File: config.mk
export PLATFORM = sky130hd
export DESIGN_NAME = fetch_unit
export DESIGN_NICKNAME = d
export VERILOG_FILES = /design/src/rtl/fetch_unit_pkg.sv /design/src/rtl/fetch_unit_instr_split.sv /design/src/rtl/fetch_unit.sv
export SDC_FILE = /design/constraint.sdc
export NUM_CORES = 1
export LEC_CHECK = 0
export ABC_AREA = 1
export CORE_MARGIN = 2
export CORE_UTILIZATION = 30
export DETAILED_ROUTE_END_ITERATION = 8
export RECOVER_POWER = 100
export SLEW_MARGIN = 20
export SYNTH_ARGS = -nofsm -noshare
export SYNTH_HDL_FRONTEND = slang
export SYNTH_SLANG_ARGS = --single-unit
File: constraint.sdc
create_clock -name clk -period 2.4 [get_ports clk]
set_clock_uncertainty 0.1 [all_clocks]
set_input_delay 0.24 -clock clk [delete_from_list [all_inputs] [get_ports clk]]
set_output_delay 0.24 -clock clk [all_outputs]
set_load 0.05 [all_outputs]
File: src/rtl/fetch_unit_pkg.sv
// Shared definitions for the fetch stage: state encodings, instruction field
// positions and the default reset PC.
package fetch_unit_pkg;

    typedef enum logic [1:0] {
        ST_REQ  = 2'd0,
        ST_WAIT = 2'd1,
        ST_FULL = 2'd2,
        ST_DROP = 2'd3
    } fetch_state_t;

    localparam int OP_LSB    = 26;
    localparam int RS_LSB    = 21;
    localparam int RT_LSB    = 16;
    localparam int RD_LSB    = 11;
    localparam int SHAMT_LSB = 6;
    localparam int FUNCT_LSB = 0;
    localparam int IMM_LSB   = 0;

    localparam logic [31:0] DEFAULT_RESET_PC = 32'h0000_0000;

endpackage

File: src/rtl/fetch_unit_instr_split.sv
// Combinational split of a 32-bit instruction word into its decode fields.
module instr_split
    import fetch_unit_pkg::*;
(
    input  logic [31:0] instr,
    output logic [5:0]  op,
    output logic [4:0]  rs,
    output logic [4:0]  rt,
    output logic [4:0]  rd,
    output logic [4:0]  shamt,
    output logic [5:0]  funct,
    output logic [15:0] imm16
);

    assign op    = instr[OP_LSB +: 6];
    assign rs    = instr[RS_LSB +: 5];
    assign rt    = instr[RT_LSB +: 5];
    assign rd    = instr[RD_LSB +: 5];
    assign shamt = instr[SHAMT_LSB +: 5];
    assign funct = instr[FUNCT_LSB +: 6];
    assign imm16 = instr[IMM_LSB +: 16];

endmodule

File: src/rtl/fetch_unit.sv
// Instruction fetch stage: PC, single-outstanding imem handshake, one skid
// entry and the IF/ID register feeding decode.
module fetch_unit
    import fetch_unit_pkg::*;
#(
    parameter int                ADDR_W   = 32,
    parameter logic [ADDR_W-1:0] RESET_PC = DEFAULT_RESET_PC[ADDR_W-1:0]
) (
    input  logic              clk,
    input  logic              rstn,
    output logic              imem_req,
    output logic [ADDR_W-1:0] imem_addr,
    input  logic              imem_ready,
    input  logic              imem_rvalid,
    input  logic [31:0]       imem_rdata,
    input  logic              redirect_valid,
    input  logic [ADDR_W-1:0] redirect_pc,
    input  logic              stall,
    output logic              id_valid,
    output logic [ADDR_W-1:0] id_pc,
    output logic [ADDR_W-1:0] id_pc4,
    output logic [31:0]       id_instr,
    output logic [5:0]        id_op,
    output logic [4:0]        id_rs,
    output logic [4:0]        id_rt,
    output logic [4:0]        id_rd,
    output logic [4:0]        id_shamt,
    output logic [5:0]        id_funct,
    output logic [15:0]       id_imm16,
    output logic [1:0]        dbg_state
);

    localparam logic [ADDR_W-1:0] ALIGN_MASK = ~ADDR_W'(3);
    localparam logic [ADDR_W-1:0] PC_STEP    = ADDR_W'(4);

    fetch_state_t      state;
    logic [ADDR_W-1:0] pc;
    logic [ADDR_W-1:0] skid_pc;
    logic [31:0]       skid_instr;
    logic              skid_valid;
    logic              slot_free;
    logic              accept;
    logic [ADDR_W-1:0] pc_next4;

    // Handshake: a request is transferred on a rising edge where imem_req and
    // imem_ready are both high; exactly one rvalid beat returns per transfer.
    assign slot_free = !id_valid || !stall;
    assign imem_req  = rstn && (state == ST_REQ) && !skid_valid;
    assign accept    = imem_req && imem_ready;
    assign imem_addr = pc & ALIGN_MASK;
    assign pc_next4  = pc + PC_STEP;
    assign dbg_state = state;

    always_ff @(posedge clk) begin
        if (!rstn) begin
            state      <= ST_REQ;
            pc         <= RESET_PC & ALIGN_MASK;
            skid_valid <= 1'b0;
            skid_pc    <= '0;
            skid_instr <= '0;
            id_valid   <= 1'b0;
            id_pc      <= '0;
            id_pc4     <= '0;
            id_instr   <= '0;
        end else if (redirect_valid) begin
            id_valid   <= 1'b0;
            skid_valid <= 1'b0;
            pc         <= redirect_pc & ALIGN_MASK;
            // A beat still in flight must be swallowed in DROP; a beat arriving
            // this very cycle (WAIT or DROP) is already the stale one.
            case (state)
                ST_REQ:  state <= accept ? ST_DROP : ST_REQ;
                ST_WAIT: state <= imem_rvalid ? ST_REQ : ST_DROP;
                ST_FULL: state <= ST_REQ;
                ST_DROP: state <= imem_rvalid ? ST_REQ : ST_DROP;
                default: state <= ST_REQ;
            endcase
        end else begin
            if (id_valid && !stall) begin
                id_valid <= 1'b0;
            end
            case (state)
                ST_REQ: begin
                    if (accept) begin
                        state <= ST_WAIT;
                    end
                end
                ST_WAIT: begin
                    if (imem_rvalid) begin
                        pc <= pc_next4;
                        if (slot_free) begin
                            id_valid <= 1'b1;
                            id_pc    <= pc;
                            id_pc4   <= pc_next4;
                            id_instr <= imem_rdata;
                            state    <= ST_REQ;
                        end else begin
                            skid_valid <= 1'b1;
                            skid_pc    <= pc;
                            skid_instr <= imem_rdata;
                            state      <= ST_FULL;
                        end
                    end
                end
                ST_FULL: begin
                    if (slot_free) begin
                        id_valid   <= 1'b1;
                        id_pc      <= skid_pc;
                        id_pc4     <= skid_pc + PC_STEP;
                        id_instr   <= skid_instr;
                        skid_valid <= 1'b0;
                        state      <= ST_REQ;
                    end
                end
                ST_DROP: begin
                    if (imem_rvalid) begin
                        state <= ST_REQ;
                    end
                end
                default: state <= ST_REQ;
            endcase
        end
    end

    instr_split u_split (
        .instr (id_instr),
        .op    (id_op),
        .rs    (id_rs),
        .rt    (id_rt),
        .rd    (id_rd),
        .shamt (id_shamt),
        .funct (id_funct),
        .imm16 (id_imm16)
    );

endmodule

======== Word level (Yosys, flattened, before mapping) ========
Index checks and enable logic that the tools add are counted.
word-level totals
  bits in registers ....................... 196
  bits of input ports ..................... 70
  output and inout bits ................... 180
  word-level logic and storage cells ...... 79
cells by class
  add/sub/neg operators ................... 2
  eq/ne operators ......................... 11
  multiplexer cells ....................... 33
  bitwise operators ....................... 3
  reductions and logical operators ........ 20
operator list
  operator                                                               count
  32-bit 2-to-1 mux                                                      12
  32-bit case mux with 2 select lines                                    3
  32-bit by 3-bit adder with 32-bit output, second input constant        2
  2-bit 2-to-1 mux                                                       8
  3-bit inequality test, second input constant                           4
  4-bit AND reduction                                                    3
  2-bit inequality test, second input constant                           4
  2-bit case mux with 4 select lines                                     1
  1-bit 2-to-1 mux                                                       6
  2-bit case mux with 3 select lines                                     1
  2-bit nonzero test                                                     3
  5-bit AND reduction                                                    1
  2-bit equality test, second input constant                             2
  1-bit logical AND                                                      4
  1-bit case mux with 2 select lines                                     2
  2-bit AND reduction                                                    2
  2-bit OR reduction                                                     2
  1-bit logical NOT                                                      3
  1-bit NOT                                                              3
  2-bit by 1-bit equality test with 1-bit output, second input constant  1
  2-bit logical NOT                                                      1
  1-bit logical OR                                                       1

======== Logic depth before layout (Yosys ltp) ========
Gate-level depths: netlist of the first run.
  depth after elaboration ................. 7
  depth in mapped cells ................... 12
  mapped depth without buffers ............ 12

======== Hierarchy ========
From an unflattened synthesis of the first run, not the netlist that was laid out.
unflattened totals
  cells, all modules ...................... 1433
  area total of the unflattened synthesis .. 9559.2 sq um
modules (own cells, without submodules)
  module       instances  cells each  area each (sq um)  sequential area each (sq um)
  fetch_unit   1          1385        9198.8             3763.6
  instr_split  1          48          360.3              0.0

======== Least setup slack after synthesis of the first run ========
No wires, ideal clock.
  path type ............................... flip-flop to flip-flop
  start point ............................. reg state[0] (netlist: dbg_state[0])
  end point ............................... reg state[1] (netlist: dbg_state[1])
  library setup time ...................... 126 ps
  arrival ................................. 2120 ps
  required time ........................... 2174 ps
  slack ................................... 54 ps
  cell stages (with the launch flop) ...... 10
  path buffers ............................ 0
  period minus slack after synthesis ...... 2346 ps
  cell sequence ........................... dfxtp_1 > inv_1 > ha_1 > nand2_1 > nor2_1 > nand2_1 > nand2_1 > a31oi_1 > o21ai_0 > a21oi_1
between the ends
  word-level cells in the longest chain between the ends .. 7
  elaborated cells on any way between the ends .. 17
  those cells by class .................... eq/ne (7); mux (4); reduce/logical (6)
ends and longest elaborated chain
  element                             line              source
  from (decl)                         fetch_unit.sv:36  fetch_state_t state;
  from (signal assigned)              fetch_unit.sv:72  ST_REQ: state <= accept ? ST_DROP : ST_REQ;
  from (signal assigned)              fetch_unit.sv:73  ST_WAIT: state <= imem_rvalid ? ST_REQ : ST_DROP;
  from (signal assigned)              fetch_unit.sv:75  ST_DROP: state <= imem_rvalid ? ST_REQ : ST_DROP;
  2-bit logical NOT (*)               fetch_unit.sv:48  assign imem_req = rstn && (state == ST_REQ) && !skid_valid;
  1-bit logical AND (*) (2 in a row)  fetch_unit.sv:48
  via imem_req                        fetch_unit.sv:11  output logic imem_req,
  1-bit logical AND (*)               fetch_unit.sv:49  assign accept = imem_req && imem_ready;
  2-bit 2-to-1 mux                    fetch_unit.sv:72
  2-bit case mux with 3 select lines  fetch_unit.sv:71  case (state)
  2-bit 2-to-1 mux                    fetch_unit.sv:65  end else if (redirect_valid) begin
Mark *: on every way through the listed nets, which the timed path passes. The rest lies on a longest branch.
A chain may end at the register's enable or synchronous reset.

======== Worst setup path in the final report of the first run ========
  start point ............................. reg pc[15]
  end point ............................... out imem_addr[15]
RTL lines
  element                 line              source
  from (decl)             fetch_unit.sv:37  logic [ADDR_W-1:0] pc;
  from (signal assigned)  fetch_unit.sv:57  pc <= RESET_PC & ALIGN_MASK;
  from (signal assigned)  fetch_unit.sv:68  pc <= redirect_pc & ALIGN_MASK;
  from (signal assigned)  fetch_unit.sv:90  pc <= pc_next4;
  to (decl)               fetch_unit.sv:12  output logic [ADDR_W-1:0] imem_addr,
No word-level cell between the ends.

==> results of run 1 <==
[synthesized netlist by cell type, types with 19 or more instances]
library cell	n
nand2_1	378
nor2_1	195
dfxtp_1	188
o21ai_0	149
a21oi_1	90
inv_1	81
nand3_1	72
a31oi_1	66
buf_4	58
clkbuf_1	47
buf_2	24
xor2_1	19
[per-stage QoR]
step | total power [mW] | std cells | cell area, um^2 | util
floorplan | 7.13 | 1438 | 9630 | -
global placement | 8.54 | 1968 | 12100 | 0.382
detailed placement | 8.56 | 1968 | 12100 | 0.382
CTS | 11.5 | 2000 | 12700 | 0.401
global route | 11.7 | 2000 | 12600 | 0.400
finish | 11.2 | 2000 | 12600 | 0.400
[power groups by stage]
stage | sequential [mW] | combinational (mW) | clock [mW]
2_1_floorplan | 5.05 | 2.08 | 0
3_3_place_gp | 3.86 | 4.67 | 0
3_5_place_dp | 3.87 | 4.69 | 0
4_1_cts | 3.80 | 4.70 | 3.00
5_1_grt | 3.84 | 4.73 | 3.15
6_report | 3.77 | 4.47 | 2.93
[layout make-up]
type / count / area share
multi-input combinational: 1030 / 0.379
inverter: 84 / 0.0250
clock buffer: 17 / 0.0337
sequential: 188 / 0.298
tap: 402 / 0.0398
clock inverter: 15 / 0.0141
timing repair buffer: 264 / 0.211
[state kept, by name, indices dropped and copies added, names as in the netlist]
signal	cells
id_instr	32
id_pc4	30
skid_instr	32
skid_pc	30
id_valid	1
pc	30
id_pc	30
dbg_state	2
skid_valid	1
[worst max-delay path, delay by kind of cell, from the launching register on]
family | cells | cell delay [ns]
buffers and inverters | 2 | 1.06
flip-flops | 1 | 0.46
[cells by family after synthesis]
| family | synth area share |
|---|---|
| other | 0.000390 |
| and+or+nand+nor | 0.286 |
| buffers and inverters | 0.113 |
| adders and majority gates | 0.00912 |
| xor gates and xnor gates | 0.0210 |
| DFF | 0.392 |
| AOI/OAI and AO/OA | 0.178 |
[per-layer routing]
metal	track usage	vias to the layer above
met1	0.267	4362
met4	0.0464	0
met5	0	-
met3	0.0318	31
met2	0.295	336
li1	-	4907
[worst paths after layout]
path / from / to / slack, ns / depth (start not counted)
worst max register to register: dbg_state[1] / skid_instr[12] / 0.23 / 9
worst min register to register: id_pc4[22] / id_pc4[22] / 0.37 / 2
worst max-delay path: pc[15] / imem_addr[15] / 0.1 / 2
worst min-delay path: rstn / skid_pc[4] / 0.14 / 3
==> metrics.md, run 1 <==
| Metric | Value |
|---|---|
| Post-route ant nets | `0` |
| Mapped Cells | `1433` |
| Mean Syn Cell Area | `6.70 um^2` |
| Inserted Diodes | `0` |
| Pwr dens | `884 nW/um^2` |
| Die area | `33500 um^2` |
| Clock H-tree levels | `4` |
| FMAX | `about 430 MHz` |
| Starting DRT DRC Count | `a little over 700` |
| Slew @ Worst Pin | `0.657 ns` |
| First-pass iteration count of the detailed router | `5` |
| Slowest CP cell | `dlygate4sd3_1` |
| Slew Limit Headroom | `0.562` |
| Main area contributors after synthesis | `dfxtp_1 (39%), nand2_1 (15%), o21ai_0 (7.8%)` |
| Slew Limit Fails | `0` |
| Final setup vio count | `0` |
| P_int | `6.23 mW` |
| CTS tree | `yes` |
| Num ports | `250` |
| Met1 wire length | `15.4 mm` |
| Area leader, netlist | `dfxtp_1` |
| HP Class | `in -> reg` |
| Fin. Hold Viols | `0` |
| GRT Resource Usage Total | `0.187` |
| Commonest non-fill, non-tap cell in the layout | `nand2_1` |
| Async set or reset register ratio after synthesis | `0` |
| Largest net degree at the start of global routing | `82` |
| CTS sink cnt | `188` |
| Leak | `5.11 nW` |
| Core ar. | `31600 um^2` |
| DP Wirelength | `23.3 mm` |
| Post-CTS Setup Bufs | `0` |
| Final worst setup slack | `0.0966 ns` |
| Maximum vdd drop | `0.517 mV` |
| Max clock buf depth | `2` |
| Setup TNS | `0 ns` |
| Worst setup EP type | `primary output` |
| Final wirelength | `approximately 32 mm` |
| CTS clk-pin slew, worst paths | `0.08 ns` |
| Pre-CTS setup slack | `approximately 0.28 ns` |
| Vias in the first global route | `~8800` |
| RePlAce Congestion | `0.917` |
| Data required, critical path | `2.06 ns` |
| Multi-input gate area | `4790 um^2` |
| Total gr overflow | `0` |
| EDFF count, synth | `0` |
| Reg area | `3760 um^2` |
| Slowest stage delay, CP | `approximately 0.9 ns` |
| FP Rows | `65` |
| WL met2 | `14.0 mm` |
| Clk pwr share | `0.262` |
| Max-cap violation count | `0` |
| Synth Register Bits | `188` |
| Startpoint Class | `register` |
| Die Wd | `183 um` |
| Ys flop type | `dfxtp_1` |
| Syn Std Cell Area | `9610 um^2` |
| Max Used Layer | `met4` |
| Gate power share | `0.400` |
| Num CTS Buffers | `17` |
| Flop pwr share | `0.337` |
| P_sw | `approximately 5 mW` |
| Initial Util | `0.304` |
| Post-CTS sizing | `0` |
| Net Sw Frac | `0.443` |
| Min cycle time layout | `2.30 ns` |
| Yosys warns | `0` |
| Share of the yosys chip area belonging to registers | `0.392` |
| CP arrival | `a little under 2 ns` |
| Filler cells | `3284` |
| Initial antenna violation count | `0` |
| Syn-to-layout area delta | `31.5%` |
| Avg Vias per Cell | `4.82` |
| Distinct cells, synth | `31` |
| WL/cell | `roughly 16 um` |
| Root Driver | `clkbuf_16` |
| Cts hold-fix bufs | `0` |
| Fin Hold WS | `0.138 ns` |
| Highest net fanout along the worst path | `5` |
| Fin crit share | `0.960` |
| First-pass GRT wire length | `49.6 mm` |
| Vias after detailed routing | `about 9600` |
| Post-synth top area share | `0.392` |
| Routed wl met3 | `around 1.8 mm` |
| # nets final | `around 1700` |
| Status | `complete, no violations` |
| Worst-Skew Late Latency | `0.44 ns` |
| Cell Chain, Critical Path | `buf_4 -> dlygate4sd3_1` |
| Share of layout cells above drive strength 1 | `0.0532` |
| CP Class | `reg -> out` |
| DRC violations left | `0` |
| Commonest cells after routing, fill and taps aside | `nand2_1 (377), nor2_1 (195), dfxtp_1 (188), dlygate4sd3_1 (173), o21ai_0 (150)` |
| RSZ-0062 raised after global routing | `no` |
| Die height | `183 um` |
| I/O Buffers | `about 240` |
No activity file was read; power rests on OpenSTA's default activity.
==> run 2, diff against run 1 <==
Settings changed: CORE_ASPECT_RATIO set to 2, CTS_CLUSTER_DIAMETER set to 50.
==> metrics.md, run 2 (same netlist as run 1, synthesis figures left out) <==
| Metric | Value |
|---|---|
| Max clock buf depth | `2 (unchanged)` |
| FMAX | `429 MHz (-1.2%)` |
| Leak | `4.99 nW (-2.2%)` |
| CTS sink cnt | `188 (unchanged)` |
| Syn-to-layout area delta | `33.6%` |
| CTS tree | `yes` |
| Vias in the first global route | `9780 (+12%)` |
| Commonest cells after routing, fill and taps aside | `nand2_1 (379), nor2_1 (195), dfxtp_1 (188), o21ai_0 (149), clkdlybuf4s50_1 (146)` |
| Inserted Diodes | `0 (unchanged)` |
| GRT Resource Usage Total | `0.221 (+0.0332)` |
| DRC violations left | `0 (unchanged)` |
| Placed Area | `12200 um^2 (+1.5%)` |
| Post-CTS sizing | `0 (unchanged)` |
| Worst setup EP type | `primary output` |
| Slew Limit Fails | `0 (unchanged)` |
| Largest net degree at the start of global routing | `97 (+18%)` |
| Final setup vio count | `0 (unchanged)` |
| Fin Hold WS | `0.140 ns (+0.00213 ns)` |
| Initial Util | `0.305 (about the same)` |
| Die Wd | `131 um (-29%)` |
| Root Driver | `clkbuf_16` |
| Worst-Skew Late Latency | `0.45 ns (about the same)` |
| Core ar. | `31500 um^2 (about the same)` |
| CTS clk-pin slew, worst paths | `0.07 ns (about the same)` |
| Slew @ Worst Pin | `0.610 ns (-0.0463 ns)` |
| Initial antenna violation count | `0 (unchanged)` |
| GRT busiest layer | `met2` |
| Status | `complete, no violations` |
| Starting DRT DRC Count | `593 (-18%)` |
| Total gr overflow | `0 (unchanged)` |
| Clock H-tree levels | `4 (unchanged)` |
| First-pass GRT wire length | `55.2 mm (+11%)` |
| Die area | `33600 um^2 (+0.26%)` |
| Design area | `12800 um^2 (+1.6%)` |
| Cell Chain, Critical Path | `buf_4 -> clkdlybuf4s50_1` |
| Setup TNS | `0 ns (unchanged)` |
| Num ports | `250 (unchanged)` |
| Placed cells | `2010 (+2.1%)` |
| Die height | `257 um (+41%)` |
| Post-Layout Cell Count | `2044 (+2.2%)` |
| Slowest CP cell | `clkdlybuf4s50_1` |
| Min cycle time layout | `2.33 ns (+0.0270 ns)` |
| HP Class | `in -> reg` |
| RePlAce Congestion | `0.963 (+5.0%)` |
| Highest net fanout along the worst path | `5 (unchanged)` |
| Num CTS Buffers | `17 (unchanged)` |
| Met2 Use GR | `0.402 (+0.107)` |
| FP Rows | `92 (+42%)` |
| Startpoint Class | `register` |
| Fin crit share | `0.971 (+0.0112)` |
| Crit-path leading delay family | `buffers and inverters` |
| CP Class | `reg -> out` |
| Top Registers | `id_instr x32, skid_instr x32` |
| Met3 Track Usage GR | `0.0320 (+0.000245)` |
| Bufs and invs on worst path | `2 (unchanged)` |
| Filler cells | `3392 (+3.3%)` |
| Final wirelength | `37.0 mm (+17%)` |
| Maximum vdd drop | `0.538 mV (+4.1%)` |
| Slowest stage delay, CP | `0.79 ns (-0.09 ns)` |
| Commonest non-fill, non-tap cell in the layout | `nand2_1` |
| WL/cell | `18.1 um (+14%)` |
| Slew Limit Headroom | `0.592 (+0.0302)` |
| Avg Vias per Cell | `4.88 (+1.2%)` |
| First-pass iteration count of the detailed router | `5 (unchanged)` |
| Share of layout cells above drive strength 1 | `0.0654 (+0.0122)` |
| Fin. Hold Viols | `0 (unchanged)` |
| Data required, critical path | `2.06 ns (about the same)` |
| I/O Buffers | `241 (unchanged)` |
| # nets final | `1685 (+1.4%)` |
| CP arrival | `1.99 ns (+0.03 ns)` |
| DP Wirelength | `28.3 mm (+21%)` |
| Vias after detailed routing | `9966 (+3.4%)` |
| Met1 Track Usage GR | `0.209 (-0.0578)` |
| Util after Layout | `0.407 (+0.00646)` |
| Post-route ant nets | `0 (unchanged)` |
| Max-cap violation count | `0 (unchanged)` |
| Pwr dens | `890 nW/um^2 (+0.69%)` |
==> run 2: cell types whose count changed in the layout (fill, tap and decap cells not counted), moves of 2 or more <==
cell,delta
clkdlybuf4s50_1,+80
dlygate4sd3_1,-80
buf_4,+22
inv_8,-4
clkbuf_8,+2
clkinv_4,-2
clkinv_8,-2
clkinvlp_4,+2
nand2_1,+2
nand2_2,-2
==> run 2: path summary, 6_finish.rpt <==
kind / slack [ns] / to / start / depth (start not counted)
setup / recovery: 0.07 / imem_addr[11] / pc[11] / 2
hold / removal: 0.14 / skid_pc[3] / rstn / 3
setup reg to reg: 0.20 / id_pc4[20] / pc[4] / 11
hold reg to reg: 0.37 / id_instr[26] / skid_instr[26] / 2
==> run 2: area by class of cell <==
type	instances	area [um^2]	area share
Multi-Input combinational cell	1030	4780	0.373
Sequential cell	188	3760	0.293
Timing Repair Buffer	287	2850	0.222
Tap cell	423	529	0.0412
Clock buffer	21	460	0.0359
Inverter	84	315	0.0246
Clock inverter	11	133	0.0103
==> run 2: what timing repair did <==
item                       in CTS  in global routing
hold endpoints to repair        0                  0
setup endpoints to repair       0                  2
hold buffers                    0                  0
setup buffers                   0                  2
==> run 2: tightest hold or removal path, stage by stage <==
cell     delay, ns
buf_4         0.22
o21ai_0       0.12
nor2_1        0.04
==> run 2: power breakdown <==
| group | internal (mW) | switching, mW |
|---|---|---|
| clock | 1.61 | 1.32 |
| sequential | 3.49 | 0.286 |
| combinational | 1.40 | 3.33 |
| total | 6.49 | 4.93 |
==> run 2: stage by stage <==
step	power, mW	worst slack (ns)
floorplan	7.13	0.0542
global placement	8.68	0.260
detailed placement	8.71	0.205
CTS	11.7	0.0425
global route	11.9	-0.00620
finish	11.4	0.0696
==> run 2: layer usage <==
| metal | part of all wire | wire [um] | vias up |
|---|---|---|---|
| met5 | 0 | 0 | - |
| li1 | - | - | 4951 |
| met4 | 0.095 | 3530 | 0 |
| met3 | 0.042 | 1570 | 118 |
| met1 | 0.33 | 12300 | 4556 |
| met2 | 0.53 | 19700 | 341 |
==> run 3, diff against run 2 <==
Settings changed: ABC_AREA 1 to unset, MAX_ROUTING_LAYER set to met4.
==> metrics.md, run 3 <==
| Metric | Value |
|---|---|
| Filler cells | `3266 (-3.7%)` |
| Crit-path leading delay family | `buffers and inverters` |
| DRC violations left | `0 (unchanged)` |
| Final wirelength | `33.2 mm (-10%)` |
| Async set or reset register ratio after synthesis | `0 (unchanged)` |
| Clock H-tree levels | `4 (unchanged)` |
| Maximum vdd drop | `0.534 mV (-0.76%)` |
| Post-Layout Cell Count | `1829 (-11%)` |
| Setup TNS | `0 ns (unchanged)` |
| Die area | `34100 um^2 (+1.6%)` |
| Max-cap violation count | `0 (unchanged)` |
| Fin crit share | `0.965 (-0.00636)` |
| Core ar. | `32100 um^2 (+1.8%)` |
| Pwr dens | `741 nW/um^2 (-17%)` |
| CTS tree | `yes` |
| Min cycle time layout | `2.32 ns (-0.0153 ns)` |
| Slew Limit Fails | `0 (unchanged)` |
| Reg area | `3840 um^2 (+2.0%)` |
| Die height | `259 um (+0.80%)` |
| Startpoint Class | `register` |
| DP Wirelength | `24.2 mm (-14%)` |
| Syn Std Cell Area | `9760 um^2 (+1.6%)` |
| EDFF count, synth | `0 (unchanged)` |
| HP Start | `imem_rdata[10]` |
| Total gr overflow | `0 (unchanged)` |
| # nets final | `1466 (-13%)` |
| Share of the yosys chip area belonging to registers | `0.385 (-0.00627)` |
| Num CTS Buffers | `17 (unchanged)` |
| Slew @ Worst Pin | `0.847 ns (+0.237 ns)` |
| RePlAce Congestion | `0.866 (-10%)` |
| Inserted Diodes | `0 (unchanged)` |
| Multi-input gate area | `5120 um^2 (+7.0%)` |
| Design area | `13300 um^2 (+4.0%)` |
| Slowest CP cell | `clkdlybuf4s50_1` |
| CTS sink cnt | `188 (unchanged)` |
| Leak | `4.88 nW (-2.3%)` |
| Mean Syn Cell Area | `8.08 um^2 (+21%)` |
| Vias after detailed routing | `9372 (-6.0%)` |
| Cts hold-fix bufs | `0 (unchanged)` |
| Die Wd | `132 um (+0.79%)` |
| Num ports | `250 (unchanged)` |
| I/O Buffers | `241 (unchanged)` |
| Largest net degree at the start of global routing | `81 (-16%)` |
| Commonest cells after routing, fill and taps aside | `nand2_1 (178), dlygate4sd3_1 (171), dfxtp_1 (161), nor2_1 (93), a21oi_1 (84)` |
| Distinct cells, synth | `57 (+84%)` |
| Synth Register Bits | `188 (unchanged)` |
| Commonest cells in the synthesized netlist | `dfxtp_1 (188), nand2_1 (178), nor2_1 (93)` |
| Initial antenna violation count | `0 (unchanged)` |
| GRT Resource Usage Total | `0.198 (-0.0231)` |
| Design Power | `9.90 mW (-13%)` |
| HP Class | `in -> reg` |
| Share of layout cells above drive strength 1 | `0.114 (+0.0487)` |
| Max clock buf depth | `2 (unchanged)` |
| Mapped Cells | `1208 (-16%)` |
| FMAX | `432 MHz (+0.66%)` |
| CTS clk-pin slew, worst paths | `0.07 ns (about the same)` |
| Cell Chain, Critical Path | `clkdlybuf4s50_1` |
| Avg Vias per Cell | `5.12 (+5.1%)` |
| Top Registers | `id_instr x32, skid_instr x32` |
| Fin. Hold Viols | `0 (unchanged)` |
| First-pass iteration count of the detailed router | `5 (unchanged)` |
| Post-route ant nets | `0 (unchanged)` |
| Status | `complete, no violations` |
| Initial Util | `0.304 (-0.000589)` |
| Starting DRT DRC Count | `594 (+0.17%)` |
| Post-synth top area share | `0.385 (-0.00627)` |
| Final setup vio count | `0 (unchanged)` |
| Placed cells | `1797 (-11%)` |
| CP Class | `reg -> out` |
| Commonest non-fill, non-tap cell in the layout | `nand2_1` |
| Placed Area | `12700 um^2 (+3.8%)` |
| Highest net fanout along the worst path | `11 (+6)` |
| Most common cell in the netlist | `dfxtp_1` |
| Slowest stage delay, CP | `0.93 ns (+0.14 ns)` |
| Fin Hold WS | `0.264 ns (+0.124 ns)` |
| Worst setup EP type | `primary output` |
| CP arrival | `1.98 ns (about the same)` |
| Worst-Skew Late Latency | `0.46 ns (about the same)` |
| Data required, critical path | `2.06 ns (about the same)` |
| Ys flop type | `dfxtp_1` |
| Crit path launch | `pc[27]` |
| Bufs and invs on worst path | `1 (-1)` |
| Yosys warns | `0 (unchanged)` |
| Vias in the first global route | `9006 (-7.9%)` |
| Area leader, netlist | `dfxtp_1` |
| Slew Limit Headroom | `0.435 (-0.156)` |
| First-pass GRT wire length | `51.0 mm (-7.7%)` |
| Syn-to-layout area delta | `36.7%` |
| Main area contributors after synthesis | `dfxtp_1 (39%), mux2i_1 (7.9%), nand2_1 (6.8%)` |
| RR Startpoint | `skid_pc[2]` |
| FP Rows | `93 (+1.1%)` |
| WL/cell | `18.2 um (+0.29%)` |
| RSZ-0062 raised after global routing | `no` |
| Root Driver | `clkbuf_16` |
==> run 3: changes by cell type in the layout (fill, tap and decap cells not counted), sizes merged, moves of 33 or more <==
cell,delta
a31oi,-57
nor4,+37
dlygate4sd3,+78
mux2i,+77
nand2,-205
nor2,-121
a211oi,+70
inv,-70
buf,+33
clkdlybuf4s50,-77
nor3,+33
o21ai,-118
==> run 3: metal layers <==
metal,up-vias,track usage,part of all wire
li1,4591,-,-
met1,4401,0.206,0.39
met2,301,0.349,0.52
met3,79,0.0324,0.039
met4,0,0.118,0.057
met5,-,-,0
==> run 3: final cells by class <==
| class | instances | share of cell area |
|---|---|---|
| Tap cell | 427 | 0.0400 |
| Clock inverter | 13 | 0.0156 |
| Sequential cell | 188 | 0.288 |
| Multi-Input combinational cell | 840 | 0.383 |
| Inverter | 16 | 0.00469 |
| Timing Repair Buffer | 326 | 0.234 |
| Clock buffer | 19 | 0.0348 |
==> run 3: cell families (layout without fill, tap and decap cells) <==
group,after synthesis,after routing,share of synthesized area
buf+inv,185,374,0.0984
flops,188,188,0.385
fa+ha+maj,7,7,0.00897
other cells,1,6,0.000384
simple gates,443,443,0.211
compound gates,260,260,0.175
xor+xnor,46,46,0.0413
mux,78,78,0.0801
==> run 3: worst paths after layout <==
| kind | to | slack (ns) | depth (start not counted) |
|---|---|---|---|
| worst max-delay path | imem_addr[27] | 0.08 | 1 |
| worst min-delay path | skid_instr[10] | 0.26 | 3 |
| worst max register to register | id_pc4[28] | 0.13 | 6 |
| worst min register to register | skid_instr[19] | 0.36 | 2 |
==> run 3: through the flow <==
stage,utilization,worst slack [ns]
finish,0.416,0.0849
global route,0.416,0.0214
CTS,0.416,0.0154
detailed placement,0.395,0.0552
global placement,0.395,0.103
floorplan,-,0.00757
==> run 3: report_power, final <==
group / total [mW] / switching (mW) / internal (mW)
registers: 3.52 / 0.170 / 3.35
clock network: 3.25 / 1.31 / 1.94
logic: 3.13 / 2.14 / 0.984
total: 9.90 / 3.62 / 6.28
==> run 3: what timing repair did <==
action                     CTS  global route
gates resized for setup      0             4
setup endpoints to repair    0            13
buffers inserted             0             0
